**src/rtl/led_row_arbiter.sv**
```systemverilog
// Round-robin owner of the two 8-bit LED rows; each grant dwells HOLD_TICKS tick strobes.
// Optional LED_LIVE_EN: the shown pattern follows the owner's pat slice every cycle during SHOW.
module led_row_arbiter #(
    parameter int          NREQ         = 4,
    parameter int          HOLD_TICKS   = 8,
    parameter logic [15:0] IDLE_PATTERN = 16'h0000
) (
    input  logic                 sys_clk,
    input  logic                 reset,
    input  logic                 tick,
    input  logic [NREQ-1:0]      req,
    input  logic [16*NREQ-1:0]   pat,
    output logic [NREQ-1:0]      grant,
    output logic [NREQ-1:0]      done,
    output logic                 busy,
    output logic [7:0]           led_1,
    output logic [7:0]           led_2
);

    localparam int             IW       = (NREQ > 1) ? $clog2(NREQ) : 1;
    localparam int             CW       = $clog2(HOLD_TICKS + 1);
    localparam logic [IW-1:0]  PTR_INIT = IW'(NREQ - 1);
    localparam logic [CW-1:0]  CNT_LAST = CW'(HOLD_TICKS - 1);

    typedef enum logic [1:0] {
        ST_IDLE,
        ST_SHOW,
        ST_RELEASE
    } state_t;

    state_t          state_reg, state_next;
    logic [IW-1:0]   ptr_reg, ptr_next;
    logic [IW-1:0]   owner_reg, owner_next;
    logic [CW-1:0]   cnt_reg, cnt_next;
    logic [NREQ-1:0] grant_reg, grant_next;
    logic [NREQ-1:0] done_reg, done_next;
    logic            busy_reg, busy_next;
    logic [15:0]     show_reg, show_next;

    logic [15:0]     pat_arr [NREQ];
    logic            pick_valid;
    logic [IW-1:0]   pick_idx;

    for (genvar gi = 0; gi < NREQ; gi++) begin : g_pat
        assign pat_arr[gi] = pat[16*gi +: 16];
    end

    // Scan from farthest to nearest so the nearest requester after ptr wins.
    always_comb begin
        int            idx;
        logic [IW-1:0] cand;
        idx        = 0;
        cand       = '0;
        pick_valid = 1'b0;
        pick_idx   = '0;
        for (int k = NREQ; k >= 1; k--) begin
            idx = int'(ptr_reg) + k;
            if (idx >= NREQ) idx = idx - NREQ;
            cand = IW'(idx);
            if (req[cand]) begin
                pick_valid = 1'b1;
                pick_idx   = cand;
            end
        end
    end

    always_comb begin
        state_next = state_reg;
        ptr_next   = ptr_reg;
        owner_next = owner_reg;
        cnt_next   = cnt_reg;
        grant_next = grant_reg;
        done_next  = '0;
        show_next  = show_reg;
        case (state_reg)
            ST_IDLE: begin
                if (pick_valid) begin
                    grant_next           = '0;
                    grant_next[pick_idx] = 1'b1;
                    owner_next           = pick_idx;
                    show_next            = pat_arr[pick_idx];
                    cnt_next             = '0;
                    state_next           = ST_SHOW;
                end
            end
            ST_SHOW: begin
                // Owner dropping req wins over a coincident final tick: no done pulse.
                if (!req[owner_reg] || (tick && cnt_reg == CNT_LAST)) begin
                    if (req[owner_reg]) done_next = grant_reg;
                    grant_next = '0;
                    show_next  = IDLE_PATTERN;
                    ptr_next   = owner_reg;
                    state_next = ST_RELEASE;
                end else begin
                    if (tick) cnt_next = cnt_reg + CW'(1);
`ifdef LED_LIVE_EN
                    show_next = pat_arr[owner_reg];
`else
                    show_next = show_reg;
`endif
                end
            end
            ST_RELEASE: state_next = ST_IDLE;
            default:    state_next = ST_IDLE;
        endcase
        busy_next = (state_next != ST_IDLE);
    end

    always_ff @(posedge sys_clk or negedge reset) begin
        if (!reset) begin
            state_reg <= ST_IDLE;
            ptr_reg   <= PTR_INIT;
            owner_reg <= '0;
            cnt_reg   <= '0;
            grant_reg <= '0;
            done_reg  <= '0;
            busy_reg  <= 1'b0;
            show_reg  <= IDLE_PATTERN;
        end else begin
            state_reg <= state_next;
            ptr_reg   <= ptr_next;
            owner_reg <= owner_next;
            cnt_reg   <= cnt_next;
            grant_reg <= grant_next;
            done_reg  <= done_next;
            busy_reg  <= busy_next;
            show_reg  <= show_next;
        end
    end

    assign grant = grant_reg;
    assign done  = done_reg;
    assign busy  = busy_reg;
    assign led_1 = show_reg[15:8];
    assign led_2 = show_reg[7:0];

endmodule

```
**config.mk**
```make
export PLATFORM = sky130hd
export DESIGN_NAME = led_row_arbiter
export DESIGN_NICKNAME = d
export VERILOG_FILES = /design/src/rtl/led_row_arbiter.sv
export SDC_FILE = /design/constraint.sdc
export NUM_CORES = 1
export LEC_CHECK = 0
export CAP_MARGIN = 30
export CORE_MARGIN = 5
export CORE_UTILIZATION = 31
export CTS_BUF_LIST = sky130_fd_sc_hd__clkbuf_2 sky130_fd_sc_hd__clkbuf_4 sky130_fd_sc_hd__clkbuf_8
export DETAILED_ROUTE_END_ITERATION = 7
export DONT_BUFFER_PORTS = 1
export GPL_ROUTABILITY_DRIVEN = 0
export PLACE_DENSITY = 0.56
export SLEW_MARGIN = 20
export SYNTH_ARGS = -nofsm -noshare
export SYNTH_HDL_FRONTEND = slang
export SYNTH_SLANG_ARGS = --single-unit
```
**constraint.sdc**
```tcl
create_clock -name sys_clk -period 2 [get_ports sys_clk]
set_clock_uncertainty 0.15 [all_clocks]
set_input_delay 0.3 -clock sys_clk [delete_from_list [all_inputs] [get_ports sys_clk]]
set_output_delay 0.3 -clock sys_clk [all_outputs]
set_load 0.02 [all_outputs]
```
* Yosys cells after proc, flatten, opt, wreduce, memory -nomap -nowiden *
Index checks and enable logic that the tools add are counted.

cells by class
  add/sub/neg operators = 9
  $lt $le $gt $ge = 12
  equal/unequal tests = 6
  mux-type cells = 43
  bitwise operators = 1
  reductions and logical operators = 11

operator list
  cell                                                 count
  2-to-1 mux 16 bit                                    4
  binary-select mux 16 bit (select 2 bit)              1
  2-to-1 mux 4 bit                                     8
  case mux 16 bit (2 select lines)                     1
  2-to-1 mux 2 bit                                     10
  < comparator 2 x 3 -> 1 bit, second input constant   6
  case mux 4 bit (2 select lines)                      2
  >= comparator 3 bit, second input constant           4
  binary-select mux 1 bit (select 2 bit)               5
  2-to-1 mux 1 bit                                     10
  != test 2 bit, second input constant                 4
  subtractor 2 x 1 -> 2 bit, second input constant     4
  adder 2 x 2 -> 3 bit, second input constant          2
  adder 2 x 3 -> 4 bit, second input constant          1
  adder 4 x 1 -> 4 bit, second input constant          1
  equality test 4 x 3 -> 1 bit, second input constant  1
  >= comparator 4 x 3 -> 1 bit, second input constant  1
  case mux 2 bit (2 select lines)                      1
  AND reduction 2 bit                                  2
  AND reduction 4 bit                                  1
  nonzero test 2 bit                                   2
  adder 2 x 1 -> 3 bit, second input constant          1
  NOT 2 -> 3 bit                                       1
  AND reduction 3 bit                                  1
  7 further kinds                                      8

word-level totals
  register bits after elaboration = 35
  output and inout bits = 25
  logic and storage cells = 90

* Depth between registers and ports, before layout *
Gate-level depths: netlist (run 1).

  word-level depth = 15
  depth in mapped cells = 7
  depth with buffers taken out = 6

* Worst setup path before layout (run 1) *
OpenSTA, ideal clock, no wires.

  kind = register -> register
  from = reg owner_reg[0]
  to = reg show_reg[2]
  arrival time = 1.652 ns
  required time = 1.712 ns
  slack = 0.060 ns
  stages on the path, launching flop included = 7
  path buffers = 1
  period minus slack after synthesis = 1.940 ns
  path through = dfrtp_1 mux4_2 and2_4 a211o_1 buf_4 nand2_1 o221ai_1

on the way
  cells in the longest elaborated chain, start to end = 6

ends and longest elaborated chain
  what                                    RTL line  RTL
  start: declaration                      33        logic [IW-1:0] owner_reg, owner_next;
  start signal: assignment                122       owner_reg <= owner_next;
  binary-select mux 1 bit (select 2 bit)  88        if (!req[owner_reg] || (tick && cnt_reg == CNT_LAST)) begin
  2-to-1 mux 1 bit (implied by the code)  88
  logical NOT 1 bit                       88
  logical OR 1 bit                        88
  != test 2 bit (no source line)          n/a
  AND reduction 3 bit (no source line)    n/a
  end signal: assignment                  127       show_reg <= show_next;
  end: declaration                        38        logic [15:0] show_reg, show_next;

Every way passes these cells. The select of a mux whose other input is x is not followed.
A chain may end at the register's enable or synchronous reset.

* Worst setup path after layout (run 1) *
  from = reg owner_reg[0]
  to = reg grant_reg[2] (netlist: grant[2])

on the way
  cells in the longest elaborated chain, start to end = 6

ends and longest elaborated chain
  what                                    RTL line  RTL
  binary-select mux 1 bit (select 2 bit)  88
  2-to-1 mux 1 bit (implied by the code)  88
  logical NOT 1 bit                       88
  logical OR 1 bit                        88
  != test 2 bit (no source line)          n/a
  AND reduction 3 bit (no source line)    n/a
  end signal: assignment                  124       grant_reg <= grant_next;
  end: declaration                        35        logic [NREQ-1:0] grant_reg, grant_next;

Every way passes these cells. The select of a mux whose other input is x is not followed.

==> results of run 1 <==
-- logic make-up after synthesis --
logic type                 count (synthesis)
adders and majority gates                  1
and+or+nand+nor                           53
muxes                                     36
buffers and inverters                     12
DFF                                       35
xor gates and xnor gates                   1
AOI/OAI and AO/OA                         32
-- timing repair --
item	in CTS	in global routing
gates cloned	0	0
pin swaps	2	0
hold buffers	2	0
endpoints found under the hold margin	35	0
resized for setup	0	11
setup endpoints to repair	12	17
-- metrics by stage --
stage / setup TNS [ps] / instance area (um2) / setup slack [ps] / utilization / power (mW)
3_5_place_dp: -54.0 / 2010 / -13.0 / 0.343 / 2.85
5_1_grt: -413 / 2200 / -47.3 / 0.376 / 3.72
3_3_place_gp: 0 / 2010 / 29.6 / 0.343 / 2.81
6_report: 0 / 2200 / 38.2 / 0.376 / 3.47
2_1_floorplan: 0 / 1850 / 60.0 / - / 2.40
4_1_cts: 0 / 2130 / 2.51 / 0.364 / 3.40
-- final cells by class --
type / count / area, um2 / area share
inverter: 3 / 11.3 / 0.00512
multi-input combinational: 123 / 966 / 0.439
timing repair buffer: 14 / 158 / 0.0717
tap: 75 / 93.8 / 0.0427
sequential: 35 / 878 / 0.400
clock buffer: 8 / 91.3 / 0.0415
-- cell usage after synthesis, drive strengths merged --
library cell  number  area (um2)
a211o              1        8.76
a211oi             1        7.51
a21oi              3        15.0
a32o               1        10.0
and2               6        40.0
buf                9        63.8
dfrtp             33         826
dfstp              2        52.6
ha                 1        12.5
inv                3        11.3
mux2               2        22.5
mux2i             33         330
mux4               1        22.5
nand2             28         105
nand2b             2        12.5
nand3              4        20.0
nand4              1        6.26
nand4b             1        8.76
nor2               5        18.8
nor2b              3        18.8
nor4bb             1        10.0
o21ai              9        45.0
o221a              1        11.3
o221ai            16         146
or3                1        6.26
or4                1        7.51
xor2               1        8.76
-- power by group --
| group | switching, mW | leakage [nW] | internal (mW) | total, mW |
|---|---|---|---|---|
| registers | 0.406 | 0.449 | 0.979 | 1.39 |
| clock network | 0.239 | 0.0498 | 0.288 | 0.527 |
| logic | 0.787 | 0.482 | 0.771 | 1.56 |
| total | 1.43 | 0.981 | 2.04 | 3.47 |
-- worst register-to-register path: cells and delay by family, from the launching register on --
family | cells | cell delay [ps]
DFF | 1 | 370
muxes | 1 | 510
buffers and inverters | 1 | 160
and+or+nand+nor | 1 | 180
AOI/OAI and AO/OA | 2 | 480
-- per-layer routing --
| metal | up-vias | global-route usage | share of wire |
|---|---|---|---|
| li1 | 647 | - | - |
| met1 | 653 | 0.142 | 0.41 |
| met2 | 60 | 0.174 | 0.47 |
| met3 | 8 | 0.0520 | 0.10 |
| met4 | 0 | 0.0418 | 0.014 |
| met5 | - | 0 | 0 |
-- path summary, 6_finish.rpt --
| path | startpoint | end | slack, ps |
|---|---|---|---|
| max | owner_reg[0] | grant[2] | 40 |
| min | pat[22] | show_reg[6] | 90 |
| max reg2reg | owner_reg[0] | grant[2] | 40 |
| min reg2reg | state_reg[1] | busy | 370 |
| max in group asynchronous | reset | ptr_reg[0] | 1140 |
| min in group asynchronous | reset | show_reg[5] | 310 |
==> impl_metrics.toml, run 1 <==
[synth]
synth_cell_types = 31
synthXorXnorAreaFrac = 0.00474
synth_compound_area_frac = 0.132
yosys_warnings = 0
muxShareOfSynthArea = 0.203
ys_ff_latch = 35
avgSynthCellArea_um2 = 10.9
synthCells = 170
synth_nets = 242
synth_fa_ha_area_frac = 0.00677
yosys.area_share.simple = 0.137
synth_top_family_by_area = "multiplexers"
synth_seq_area_share = 0.475
synthesis.area_um2 = 1850

[placed_design]
dp_hpwl_um = 3340
placed_cells = 248
portBuffers = 0

[layout]
nets = 254
layout-drive-gt1-share = 0.213
layout.cells.non_filler = 258
syn_to_final_growth_pct = 19.0
largest_register_ff_count = 16
fillers = 563
n_antenna_cell = 0
layout_common_cells = "33 x mux2i_1, 33 x dfrtp_1, 28 x nand2_1"

[setup_path]
worst_setup_path_start_kind = "register"
critPathMaxFanout = 20
critPathKind = "register to register"
path_buf_inv = 1
crit_path_end_kind = "register"
worstRegToRegCells = 5
crit_family = "multiplexers"
cp_cell_sequence = "mux4_2, and2_4, a211o_1, buf_12, a32o_1"
critical-path-slowest-cell = "mux4_2"
arrival_ps = 1990
cp.depth = 5
required_ps = 2030
slowest_delay_ps = 510

[timing]
tightest_slew_ps = 308
finalCriticalPeriod_ps = 1960
finalHoldViolations = 0
max-slew-margin-rel = 0.789
min_period_over_period = 0.981
slew_viol_final = 0
rsz0062_at_grt = "true"
fin_hold_ws_ps = 93.5
timing.fmax_mhz = 510
setup-violations-final = 0

[grt]
grt_pass1_vias = 1308
antenna_found_initial = 0
grt_pass1_wl_um = 6590
overflow = 0
grt.total_usage = 0.114
grt_max_degree = 36

[job]
drv_cap = 0

[clock_network]
clock_sinks = 35
cts.clk_slew.worst_paths_ps = 70
clk_latency_ps = 280
cts_buffer_depth = 2
cts_tree = "done"
cts_setup_buffers = 0
cts_buffers = 5
root_buffer = "clkbuf_8"
htreeDepth = 2

[die]
die-area_um2 = 7610
core_area_um2 = 5850
die_w_um = 87.2
die_h_um = 87.2
io_pins = 96
start_util = 0.316
rows = 28

[drt]
viasPerCell = 5.30
post_drt_wl_per_cell_um = 17.3
drc_errors = 0
drt_pre_antenna_iters = 4
vias = 1368
wl_um = 4470
drt_iter0_drc = 39
ant_nets = 0

[power_and_ir_drop]
leakage_nw = 0.981
p_per_area_nw_per_um2 = 1580
ir_worst_vdd_mv = 0.462

[status]
status = "finished, final reports clean"

[min_path]
holdPathStages = 2
hp-class = "primary input to register"
No activity file was read; power rests on OpenSTA's default activity.
==> inputs of run 2 (changes only) <==
--- a/config.mk
+++ b/config.mk
@@ -6,6 +6,7 @@
 export NUM_CORES = 1
 export LEC_CHECK = 0
 export CAP_MARGIN = 30
+export CORE_ASPECT_RATIO = 0.75
 export CORE_MARGIN = 5
 export CORE_UTILIZATION = 31
 export CTS_BUF_LIST = sky130_fd_sc_hd__clkbuf_2 sky130_fd_sc_hd__clkbuf_4 sky130_fd_sc_hd__clkbuf_8
@@ -13,7 +14,9 @@
 export DONT_BUFFER_PORTS = 1
 export GPL_ROUTABILITY_DRIVEN = 0
 export PLACE_DENSITY = 0.56
+export SETUP_SLACK_MARGIN = 0.3
 export SLEW_MARGIN = 20
 export SYNTH_ARGS = -nofsm -noshare
 export SYNTH_HDL_FRONTEND = slang
 export SYNTH_SLANG_ARGS = --single-unit
+export TNS_END_PERCENT = 50
==> impl_metrics.toml, run 2 (synthesized netlist as in run 1, its figures left out) <==
[timing]
tightest_slew_ps = 259
slew_viol_final = 0
setup_slack_ps = 1.00
setup-violations-final = 0
timing.fmax_mhz = 500
min_period_over_period = 0.999
finalHoldViolations = 0
rsz0062_at_grt = "true"
max-slew-margin-rel = 0.822
finalCriticalPeriod_ps = 2000
fin_hold_ws_ps = 75.6

[setup_path]
critPathKind = "register to register"
worst_setup_path_start_kind = "register"
required_ps = 2030
arrival_ps = 2030
crit_path_end_kind = "register"
critPathMaxFanout = 20

[layout]
nets = 251
layout-drive-gt1-share = 0.211
syn_to_final_growth_pct = 19.9
largest_register_ff_count = 16
n_antenna_cell = 0
fillers = 571
layout_common_cells = "33 x dfrtp_1, 32 x mux2i_1, 27 x nand2_1"
mostFrequentLayoutCell = "dfrtp_1"
layout.cells.non_filler = 258

[die]
start_util = 0.319
io_pins = 96
die-area_um2 = 7620
rows = 24
die_h_um = 76.9
die_w_um = 99.2
core_area_um2 = 5800

[grt]
antenna_found_initial = 0
grt_max_degree = 36
grt.total_usage = 0.119
grt_pass1_wl_um = 7160
grt_pass1_vias = 1409
overflow = 0

[drt]
viasPerCell = 5.33
vias = 1376
post_drt_wl_per_cell_um = 17.8
drt_pre_antenna_iters = 5
drc_errors = 0
drt_iter0_drc = 34
ant_nets = 0
wl_um = 4590

[placed_design]
dp_hpwl_um = 3280
placed_cells = 248
portBuffers = 0
post-place-ws_ps = 6.29

[power_and_ir_drop]
p_per_area_nw_per_um2 = 1630
seqPwrFrac = 0.385
p_sw_mw = 1.46
switching_share = 0.407
clock_power_share = 0.185
pwr-share-comb = 0.431
leakage_nw = 0.973
ir_worst_vdd_mv = 0.573
p_int_mw = 2.14

[status]
status = "finished, final reports clean"

[clock_network]
cts_tree = "done"
htreeDepth = 2
cts_buffers = 5
cts.clk_slew.worst_paths_ps = 70
clk_latency_ps = 280
clock_sinks = 35
root_buffer = "clkbuf_8"
cts_buffer_depth = 2

[min_path]
hp-class = "primary input to register"

[job]
drv_cap = 0
-- run 2: metrics by stage --
stage	cell area (um2)	setup TNS, ps	util	power [mW]
2_1_floorplan	1870	0	-	2.45
3_3_place_gp	2000	0	0.345	2.81
3_5_place_dp	2000	0	0.345	2.83
4_1_cts	2170	-1.61	0.375	3.57
5_1_grt	2220	-1130	0.382	3.86
6_report	2220	0	0.382	3.60
-- run 2: area by class of cell --
| class | instances | area (um2) | area share |
|---|---|---|---|
| Multi-Input combinational cell | 123 | 960 | 0.433 |
| Sequential cell | 35 | 878 | 0.396 |
| Timing Repair Buffer | 11 | 151 | 0.0683 |
| Tap cell | 78 | 97.6 | 0.0440 |
| Clock buffer | 6 | 82.6 | 0.0373 |
| Clock inverter | 2 | 35.0 | 0.0158 |
| Inverter | 3 | 11.3 | 0.00508 |
-- run 2: path summary, 6_finish.rpt --
| kind | endpoint | startpoint | slack, ps | cells after the start |
|---|---|---|---|---|
| setup / recovery | grant[2] | owner_reg[0] | 1 | 5 |
| hold / removal | show_reg[6] | pat[22] | 80 | 2 |
| setup reg to reg | grant[2] | owner_reg[0] | 1 | 5 |
| hold reg to reg | owner_reg[1] | owner_reg[1] | 370 | 2 |
| max in group asynchronous | ptr_reg[1] | reset | 1130 | 2 |
| min in group asynchronous | cnt_reg[0] | reset | 330 | 2 |
-- run 2: power by group through the flow --
| stage | registers (mW) | logic (mW) | clock network [mW] |
|---|---|---|---|
| floorplan | 1.34 | 1.11 | 0 |
| CTS | 1.39 | 1.49 | 0.695 |
| detailed placement | 1.41 | 1.42 | 0 |
| finish | 1.39 | 1.55 | 0.666 |
| global route | 1.43 | 1.71 | 0.720 |
| global placement | 1.41 | 1.40 | 0 |
-- run 2: worst max-delay path, stage by stage, from the launching register on --
cell and delay [ps]:
dfrtp_1 390, mux4_2 530, and2_4 170, a211o_1 290, buf_12 170, a32o_1 200
-- run 2: metal layers --
metal / vias to the layer above / routed length [um] / global-route usage
li1: 646 / - / -
met1: 655 / 2050 / 0.153
met2: 65 / 1970 / 0.172
met3: 10 / 475 / 0.0535
met4: 0 / 91 / 0.0505
met5: - / 0 / 0
-- run 2: what timing repair did --
item | 4_1_cts | 5_1_grt
resized for setup | 5 | 8
hold buffers | 2 | 0
setup buffers | 0 | 0
cloned | 0 | 0
endpoints found under the hold margin | 35 | 0
pin swaps | 1 | 3
endpoints found under the setup margin | 25 | 27
==> inputs of run 3 (changes only) <==
--- a/config.mk
+++ b/config.mk
@@ -5,6 +5,7 @@
 export SDC_FILE = /design/constraint.sdc
 export NUM_CORES = 1
 export LEC_CHECK = 0
+export ABC_AREA = 1
 export CAP_MARGIN = 30
 export CORE_ASPECT_RATIO = 0.75
 export CORE_MARGIN = 5
==> impl_metrics.toml, run 3 <==
[timing]
timing.fmax_mhz = 488
tightest_slew_ps = 289
setup-violations-final = 17
finalCriticalPeriod_ps = 2050
setup_slack_ps = -48.9
slew_viol_final = 0
max-slew-margin-rel = 0.807
finalHoldViolations = 0
min_period_over_period = 1.02
rsz0062_at_grt = "true"

[setup_path]
worst_setup_path_start_kind = "register"
arrival_ps = 2090
r2r-end = "show_reg[10]"
crit_end = "show_reg[10]"
worstRegToRegCells = 17
critPathKind = "register to register"
r2r_start = "ptr_reg[0]"
required_ps = 2040
cp-startpoint = "ptr_reg[0]"
critPathMaxFanout = 6
crit_path_end_kind = "register"
r2r_slack_ps = -50

[synth]
synth.largest_area_cell = "dfrtp_1"
synth_fa_ha_area_frac = 0.00540
ys.flop_type = "dfrtp_1"
synthesis.area_um2 = 2320
synthXorXnorAreaFrac = 0
async_flop_share = 1.00
synth_compound_area_frac = 0.0524
synth_seq_area_share = 0.379
avgSynthCellArea_um2 = 6.58
yosys-top-cells-count = "192 x nand2_1, 37 x nand3_1, 33 x dfrtp_1"
ys_ff_latch = 35
synth_cell_types = 28
muxShareOfSynthArea = 0
yosysMostFrequentCell = "nand2_1"
synth_edf_count = 0
synth_nets = 424
yosysTopAreaCellShare = 0.356
synth.area.top_cells = "dfrtp_1 36%, nand2_1 31%, nand3_1 8.0%, inv_1 2.8%, buf_6 2.4%"
yosys_warnings = 0
synthCells = 352
yosys.area_share.simple = 0.478
synth_top_family_by_area = "simple AND/OR/NAND/NOR gates"

[clock_network]
htreeDepth = 2
cts.clk_slew.worst_paths_ps = 80
clock_sinks = 35
cts_buffers = 5
cts_buffer_depth = 2
cts_tree = "done"
clk_latency_ps = 300
root_buffer = "clkbuf_8"

[power_and_ir_drop]
clock_power_share = 0.077
pwr-share-comb = 0.716
leakage_nw = 1.60
p_sw_mw = 3.66
ir_worst_vdd_mv = 0.768
seqPwrFrac = 0.207
switching_share = 0.524
p_int_mw = 3.32
p_per_area_nw_per_um2 = 2320

[layout]
n_antenna_cell = 0
mostFrequentLayoutCell = "nand2_1"
regArea_um2 = 878
multi_input_area_um2 = 1450
layout.cells.non_filler = 475
design_area_um2 = 3020
layout-drive-gt1-share = 0.257
fillers = 771
final_core_util = 0.414
syn_to_final_growth_pct = 30.3
nets = 445
largest_register_ff_count = 16
layout_common_cells = "168 x nand2_1, 33 x nand3_1, 33 x dfrtp_1"

[grt]
overflow = 0
grt.total_usage = 0.149
grt_max_degree = 36
grt_pass1_wl_um = 11100
grt_pass1_vias = 2223
antenna_found_initial = 0

[job]
drv_cap = 0

[drt]
ant_nets = 0
vias = 2270
wl_met3_um = 610
drt_pre_antenna_iters = 4
viasPerCell = 4.78
met1_length_um = 3180
post_drt_wl_per_cell_um = 15.0
wl_met2_um = 3230
highest_layer = "met4"
drt_iter0_drc = 188
drc_errors = 0
wl_um = 7130

[die]
io_pins = 96
rows = 27
die_h_um = 84.9
start_util = 0.318
die_w_um = 110
core_area_um2 = 7300
die-area_um2 = 9320

[placed_design]
portBuffers = 0
placed_cells = 458
dp_hpwl_um = 5110
postPlaceCellArea_um2 = 2610

[min_path]
hp-class = "primary input to register"

[status]
violations = "setup timing"
status = "finished with violations"
==> run 3: area by class of cell <==
cell class                      count  area share
Clock buffer                        5      0.0228
Clock inverter                      3     0.00787
Inverter                           23      0.0402
Multi-Input combinational cell    280       0.479
Sequential cell                    35       0.291
Tap cell                          101      0.0419
Timing Repair Buffer               28       0.117
==> run 3: power by group through the flow <==
| stage | Clock (mW) | Sequential [mW] | Combinational (mW) |
|---|---|---|---|
| CTS | 0.561 | 1.45 | 4.47 |
| global route | 0.589 | 1.49 | 5.67 |
| floorplan | 0 | 1.37 | 3.13 |
| detailed placement | 0 | 1.48 | 4.21 |
| global placement | 0 | 1.48 | 4.13 |
| finish | 0.537 | 1.45 | 5.00 |
==> run 3: metal layers <==
metal	track usage	vias up
li1	-	1143
met1	0.205	1054
met2	0.227	66
met3	0.0433	7
met4	0.0419	0
met5	0	-
==> run 3: timing repair <==
action | 4_1_cts | 5_1_grt
hold buffers | 2 | 0
gates cloned | 0 | 1
pin swaps | 1 | 18
setup buffers | 3 | 3
setup endpoints to repair | 28 | 34
hold endpoints to repair | 35 | 0
gates resized for setup | 16 | 43
==> run 3: kinds of logic (layout without fill, tap and decap cells) <==
group	count (synthesis)	after routing
and+or+nand+nor	258	258
DFF	35	35
AOI/OAI and AO/OA	21	21
adders and majority gates	1	1
buffers and inverters	37	59
==> run 3: worst min-delay path by stage <==
stage / startpoint / to / slack [ps] / cells after the start
6_report: pat[51] / show_reg[3] / 140 / 6
3_3_place_gp: reset / show_reg[7] / -140 / 0
3_5_place_dp: reset / show_reg[7] / -140 / 0
5_1_grt: pat[57] / show_reg[9] / 180 / 6
2_1_floorplan: reset / busy / -150 / 0
4_1_cts: pat[51] / show_reg[3] / 140 / 6
==> run 3: per-stage QoR <==
step | setup TNS, ps | power, mW | hold WS [ps] | worst slack [ps]
2_1_floorplan | 0 | 4.51 | -146 | 106
3_3_place_gp | -5.01 | 5.60 | -144 | -5.01
3_5_place_dp | -658 | 5.69 | -144 | -63.4
4_1_cts | -124 | 6.48 | 137 | -23.8
5_1_grt | -3280 | 7.75 | 179 | -183
6_report | -520 | 6.99 | 144 | -48.9
==> run 3: critical path: stages (launching register included) <==
cell     delay (ps)
dfstp_2         570
buf_12          130
inv_8            50
nand2_2          70
nand3_2          80
nand2_1          80
inv_2            40
nand2_4          70
nand2_4          70
nand2_8         100
nand2_8          70
buf_6           140
nand2_1          60
nand2_1          60
nand2_2          60
nand2_1          50
nand2_1          50
nand2_1          40
